`src/rtl/operand_bank_pingpong_if.sv`:
```
// Handshake bundle for the ping-pong operand bank.
//   master : the side that sources beats and consumes banks (drives in_valid,
//            in_data, out_ready, clear).
//   slave  : the operand bank itself (drives in_ready, out_valid, out_data,
//            banks_full).
interface operand_bank_pingpong_if #(
  parameter int DATA_WIDTH = 8,
  parameter int BANK_DEPTH = 8,
  parameter int BEAT_LANES = 4
);
  logic                             clear;
  logic                             in_valid;
  logic                             in_ready;
  logic [BEAT_LANES*DATA_WIDTH-1:0] in_data;
  logic                             out_valid;
  logic                             out_ready;
  logic [BANK_DEPTH*DATA_WIDTH-1:0] out_data;
  logic [1:0]                       banks_full;

  modport master (
    output clear, in_valid, in_data, out_ready,
    input  in_ready, out_valid, out_data, banks_full
  );

  modport slave (
    input  clear, in_valid, in_data, out_ready,
    output in_ready, out_valid, out_data, banks_full
  );
endinterface

```
`src/rtl/operand_bank_pingpong.sv`:
```
// Double-buffered operand register bank for the systolic array input path.
// Narrow input beats (BEAT_LANES words each) are assembled into a
// BANK_DEPTH-word vector. Two banks alternate: one fills while the other is
// presented to the array until the consumer releases it.
//
// Ports:
//   clk    : rising-edge clock
//   reset  : asynchronous, active-high reset (clears data and control)
//   bus    : slave side of operand_bank_pingpong_if
//            clear      - synchronous flush of pointers, counter and full flags
//            in_valid / in_ready / in_data    - beat input handshake
//            out_valid / out_ready / out_data - bank presentation handshake
//            banks_full - number of full banks (0..2)
module operand_bank_pingpong #(
  parameter int DATA_WIDTH = 8,
  parameter int BANK_DEPTH = 8,
  parameter int BEAT_LANES = 4
) (
  input  logic                    clk,
  input  logic                    reset,
  operand_bank_pingpong_if.slave  bus
);

  localparam int BEATS  = BANK_DEPTH / BEAT_LANES;
  localparam int CNT_W  = (BEATS > 1) ? $clog2(BEATS) : 1;
  localparam int BANK_W = BANK_DEPTH * DATA_WIDTH;
  localparam int BEAT_W = BEAT_LANES * DATA_WIDTH;

  logic [BANK_W-1:0] bank0;
  logic [BANK_W-1:0] bank1;
  logic [1:0]        full;
  logic              wr_sel;
  logic              rd_sel;
  logic [CNT_W-1:0]  beat_cnt;

  logic              accept;
  logic              release_bank;
  logic              last_beat;
  logic [1:0]        full_nxt;
  logic [BANK_W-1:0] fill_bank;
  logic [BANK_W-1:0] fill_bank_nxt;

  // Both outputs are plain muxes of registered state; out_ready never
  // reaches in_ready combinationally.
  assign bus.in_ready   = !full[wr_sel];
  assign bus.out_valid  = full[rd_sel];
  assign bus.out_data   = rd_sel ? bank1 : bank0;
  assign bus.banks_full = {1'b0, full[0]} + {1'b0, full[1]};

  assign accept       = bus.in_valid && bus.in_ready && !bus.clear;
  assign release_bank = bus.out_valid && bus.out_ready && !bus.clear;
  assign last_beat    = (beat_cnt == CNT_W'(BEATS - 1));
  assign fill_bank    = wr_sel ? bank1 : bank0;

  // Drop the incoming beat into the slot selected by beat_cnt; constant
  // slices per beat position keep the write decode simple.
  always_comb begin
    fill_bank_nxt = fill_bank;
    for (int b = 0; b < BEATS; b++) begin
      if (beat_cnt == CNT_W'(b)) begin
        fill_bank_nxt[b*BEAT_W +: BEAT_W] = bus.in_data;
      end
    end
  end

  // Fill and release can land in the same cycle; they always hit different
  // banks because a full bank is never the one being filled.
  always_comb begin
    full_nxt = full;
    if (accept && last_beat) begin
      full_nxt[wr_sel] = 1'b1;
    end
    if (release_bank) begin
      full_nxt[rd_sel] = 1'b0;
    end
  end

  // Control state: flags, bank pointers and beat counter
  always_ff @(posedge clk or posedge reset) begin
    if (reset) begin
      full     <= 2'b00;
      wr_sel   <= 1'b0;
      rd_sel   <= 1'b0;
      beat_cnt <= '0;
    end else if (bus.clear) begin
      full     <= 2'b00;
      wr_sel   <= 1'b0;
      rd_sel   <= 1'b0;
      beat_cnt <= '0;
    end else begin
      full <= full_nxt;
      if (accept) begin
        if (last_beat) begin
          wr_sel   <= !wr_sel;
          beat_cnt <= '0;
        end else begin
          beat_cnt <= beat_cnt + CNT_W'(1);
        end
      end
      if (release_bank) begin
        rd_sel <= !rd_sel;
      end
    end
  end

  // Bank data: only written on an accepted beat, retained across clear
  // and release
  always_ff @(posedge clk or posedge reset) begin
    if (reset) begin
      bank0 <= '0;
      bank1 <= '0;
    end else if (accept) begin
      if (wr_sel) begin
        bank1 <= fill_bank_nxt;
      end else begin
        bank0 <= fill_bank_nxt;
      end
    end
  end

endmodule

```
`src/flat_wrapper.sv`:
```
// flat-port wrapper written by rule: the top's interface ports become plain ports
module operand_bank_pingpong_flat 
#(
  parameter int DATA_WIDTH = 8,
  parameter int BANK_DEPTH = 8,
  parameter int BEAT_LANES = 4
)
  (clk, reset, bus_clear, bus_in_valid, bus_in_data, bus_out_ready, bus_in_ready, bus_out_valid, bus_out_data, bus_banks_full);
  operand_bank_pingpong_if #(.DATA_WIDTH(DATA_WIDTH), .BANK_DEPTH(BANK_DEPTH), .BEAT_LANES(BEAT_LANES)) bus_i ();
  input  logic clk;
  input  logic reset;
  input wire logic [$bits(bus_i.clear)-1:0] bus_clear;
  input wire logic [$bits(bus_i.in_valid)-1:0] bus_in_valid;
  input wire logic [$bits(bus_i.in_data)-1:0] bus_in_data;
  input wire logic [$bits(bus_i.out_ready)-1:0] bus_out_ready;
  output wire logic [$bits(bus_i.in_ready)-1:0] bus_in_ready;
  output wire logic [$bits(bus_i.out_valid)-1:0] bus_out_valid;
  output wire logic [$bits(bus_i.out_data)-1:0] bus_out_data;
  output wire logic [$bits(bus_i.banks_full)-1:0] bus_banks_full;
  assign bus_i.clear = bus_clear;
  assign bus_i.in_valid = bus_in_valid;
  assign bus_i.in_data = bus_in_data;
  assign bus_i.out_ready = bus_out_ready;
  assign bus_in_ready = bus_i.in_ready;
  assign bus_out_valid = bus_i.out_valid;
  assign bus_out_data = bus_i.out_data;
  assign bus_banks_full = bus_i.banks_full;
  operand_bank_pingpong #(.DATA_WIDTH(DATA_WIDTH), .BANK_DEPTH(BANK_DEPTH), .BEAT_LANES(BEAT_LANES)) u_core (.clk(clk), .reset(reset), .bus(bus_i));
endmodule
```
`config.mk`:
```
export PLATFORM = sky130hd
export DESIGN_NAME = operand_bank_pingpong_flat
export DESIGN_NICKNAME = d
export VERILOG_FILES = /design/src/rtl/operand_bank_pingpong_if.sv /design/src/rtl/operand_bank_pingpong.sv /design/src/flat_wrapper.sv
export SDC_FILE = /design/constraint.sdc
export NUM_CORES = 1
export LEC_CHECK = 0
export CAP_MARGIN = 10
export CORE_UTILIZATION = 35
export CTS_CLUSTER_SIZE = 8
export DETAILED_ROUTE_END_ITERATION = 6
export PLACE_DENSITY = 0.69
export SLEW_MARGIN = 30
export SYNTH_ARGS = -nofsm -noshare
export SYNTH_HDL_FRONTEND = slang
export SYNTH_SLANG_ARGS = --single-unit
export TNS_END_PERCENT = 20
```
`constraint.sdc`:
```
create_clock -name clk -period 9.1 [get_ports clk]
set_input_delay 0.91 -clock clk [delete_from_list [all_inputs] [get_ports clk]]
set_output_delay 0.91 -clock clk [all_outputs]
set_load 0.01 [all_outputs]
```
==> flow_summary.toml <==
[setup_path]
reg2reg_depth = 2
r2r-start = "u_core.beat_cnt"
crit_path_start_kind = "flop"
required_ns = 8.19
crit_fanout = 36
crit_type = "flop to output port"
worstPathArrival_ns = 2.81
cp-end-kind = "output port"
crit_start = "u_core.rd_sel"

[finish]
layout.nets = 515
diodes = 0
final_cells = 709
drive_above_1_share = 0.476
syn_to_final_growth_pct = 29.7
fill_cells = 1465
postLayoutCoreUtil = 0.466
ff_latch_area_um2 = 3330
finish.instance_area_um2 = 7730
multiInputGateArea_um2 = 2470

[power_and_ir_drop]
p_int_mw = 1.51
p_switching_mw = 0.492
swShare = 0.246
power_density_nw_per_um2 = 258
clockPowerShare = 0.327
p_seq_frac = 0.410
ir_drop_uv = 125
combPwrFrac = 0.264
power.leakage_nw = 3.42

[drt]
drt_pass1_iterations = 4
vias = 3432
ant_nets = 0
drc = 0
viasPerCell = 4.84
wl_um = 12100
drt_iter0_drc = 81
wl_per_cell_um = 17.0

[synthesis]
synth_commonest_cells = "mux2_2, dfrtp_1, mux2_4"
synthFlopType = "dfrtp_1"
synth_most_common_cell = "mux2_2"
async_flop_share = 1.00
synth_top_family_by_area = "multiplexers"
synth_xor_area_frac = 0
syn_avg_cell_area_um2 = 16.0
synth_compound_area_frac = 0.00797
synth-adder-area-share = 0.00210
yosysSeqAreaShare = 0.558
synth_cells = 373
synth-seq-cells = 133
yosysWarnings = 0
synthesis.nets = 411
yosysTopAreaCell = "dfrtp_1"
ys_top_cells_by_area = "dfrtp_1, mux2_2, mux2_4"
synth_edf_count = 0
syn-cell-area_um2 = 5960
synth.distinct_cells = 27
muxShareOfSynthArea = 0.384
synthDominantCellAreaShare = 0.558
synthSimpleGateAreaFrac = 0.0168

[global_route]
gr-usage-met3 = 0.0364
grt_pass1_wl_um = 20000
global_route.usage.total = 0.148
grt_pass1_vias = 3753
grtUsageMet1 = 0.184
grtUsageMet2 = 0.243
grt-ovfl-total = 0
grt_max_degree = 73
grt_antenna_before_repair = 0
busiest_layer = "met2"

[clock_network]
clock-sinks = 133
clk_latency_ns = 0.41
tritoncts = "yes"
cts_hold_buf = 0
cts_resized = 0
numCtsBuffers = 17
postCtsSetupBuffers = 0
htreeDepth = 4
cts_root_buf = "clkbuf_16"
clock_path_buffers = 2
clk_pin_slew_ns = 0.05

[timing]
period_minus_slack_ns = 3.72
hold_viol = 0
period_share = 0.409
worst_slew_pin_slew_ns = 0.848
finalSetupTns_ns = 0
rsz0062_at_grt = "no"
drv_slew = 0
setup_viol = 0
max_freq_mhz = 269
slew_headroom = 0.435
fin_skew_ns = 0.00384

[hold_path]
worstHoldPathCells = 1
min_from = "u_core.bank1[41]"
hold_path_class = "flop to flop"

[status]
status = "complete, no violations"

[floorplan]
die_x_um = 133
start_util = 0.360
ios = 105
num_rows = 47
core_um2 = 16600
fp.dieH_um = 133
die_area_um2 = 17600

[place]
dp_cells = 678
routabilityCongestion = 0.708
dp_hpwl_um = 7450
post_dp_cell_area_um2 = 7160
port_buffers = 104

[run]
cap_violations = 0
-- registers in the layout, summed over array words and instances, names as in the netlist --
signal and flops:
u_core.bank0 64, u_core.bank1 64, u_core.full 2, u_core.beat_cnt 1, u_core.rd_sel 1, u_core.wr_sel 1
-- critical path, cell delays in order (launching register included) --
cell and delay [ns]:
dfrtp_2 0.87, buf_4 0.60, mux2_2 0.41, clkdlybuf4s50_1 0.48
-- stage by stage --
step           setup slack, ns  hold slack (ns)  power [mW]
4_1_cts                   5.32            0.500        2.03
6_report                  5.38            0.500        2.00
3_5_place_dp              5.78            0.488        1.36
3_3_place_gp              5.80            0.475        1.34
5_1_grt                   5.25            0.514        2.10
2_1_floorplan             4.64            0.460        1.11
-- cell families (layout without fill, tap and decap cells) --
logic type	count (synthesis)	after routing
muxes	194	194
DFF	133	133
buffers and inverters	25	141
and+or+nand+nor	12	12
AOI/OAI and AO/OA	8	8
adders and majority gates	1	1
-- power groups by stage --
stage,logic (mW),registers (mW),clock network (mW)
floorplan,0.314,0.798,0
global placement,0.523,0.816,0
detailed placement,0.532,0.826,0
CTS,0.536,0.819,0.672
global route,0.565,0.839,0.695
finish,0.527,0.818,0.652
-- final timing paths --
path                               endpoint  slack, ns
min in group asynchronous  u_core.bank1[18]       0.93
max in group asynchronous  u_core.bank1[46]       7.10
min reg2reg                u_core.bank1[41]       0.50
min                        u_core.bank1[41]       0.50
max                        bus_out_data[22]       5.38
max reg2reg                u_core.bank0[11]       6.89
-- cell usage in the layout (no fill, tap or decap), types with 2 or more instances in the layout --
master,netlist,layout
dfrtp_1,133,132
a21oi_1,5,5
nor2_1,2,2
clkdlybuf4s50_1,0,104
clkbuf_1,3,2
mux2_2,163,163
clkbuf_8,0,5
clkbuf_16,0,17
mux2_4,29,29
clkinv_2,0,2
clkinvlp_4,0,3
nand2_1,2,2
buf_4,0,3
-- area by class of cell --
type                            count  share of cell area
Sequential cell                   133               0.431
Clock inverter                      7             0.00922
Multi-Input combinational cell    215               0.319
Tap cell                          220              0.0356
Clock buffer                       24              0.0649
Timing Repair Buffer              108               0.139
Inverter                            2             0.00162
-- per-layer routing --
layer  wire [um]  part of all wire
met5           0                 0
met4         205             0.017
met3         403             0.033
met2        5980              0.50
met1        5460              0.45
Note: power is estimated with default switching activity, not from simulation.
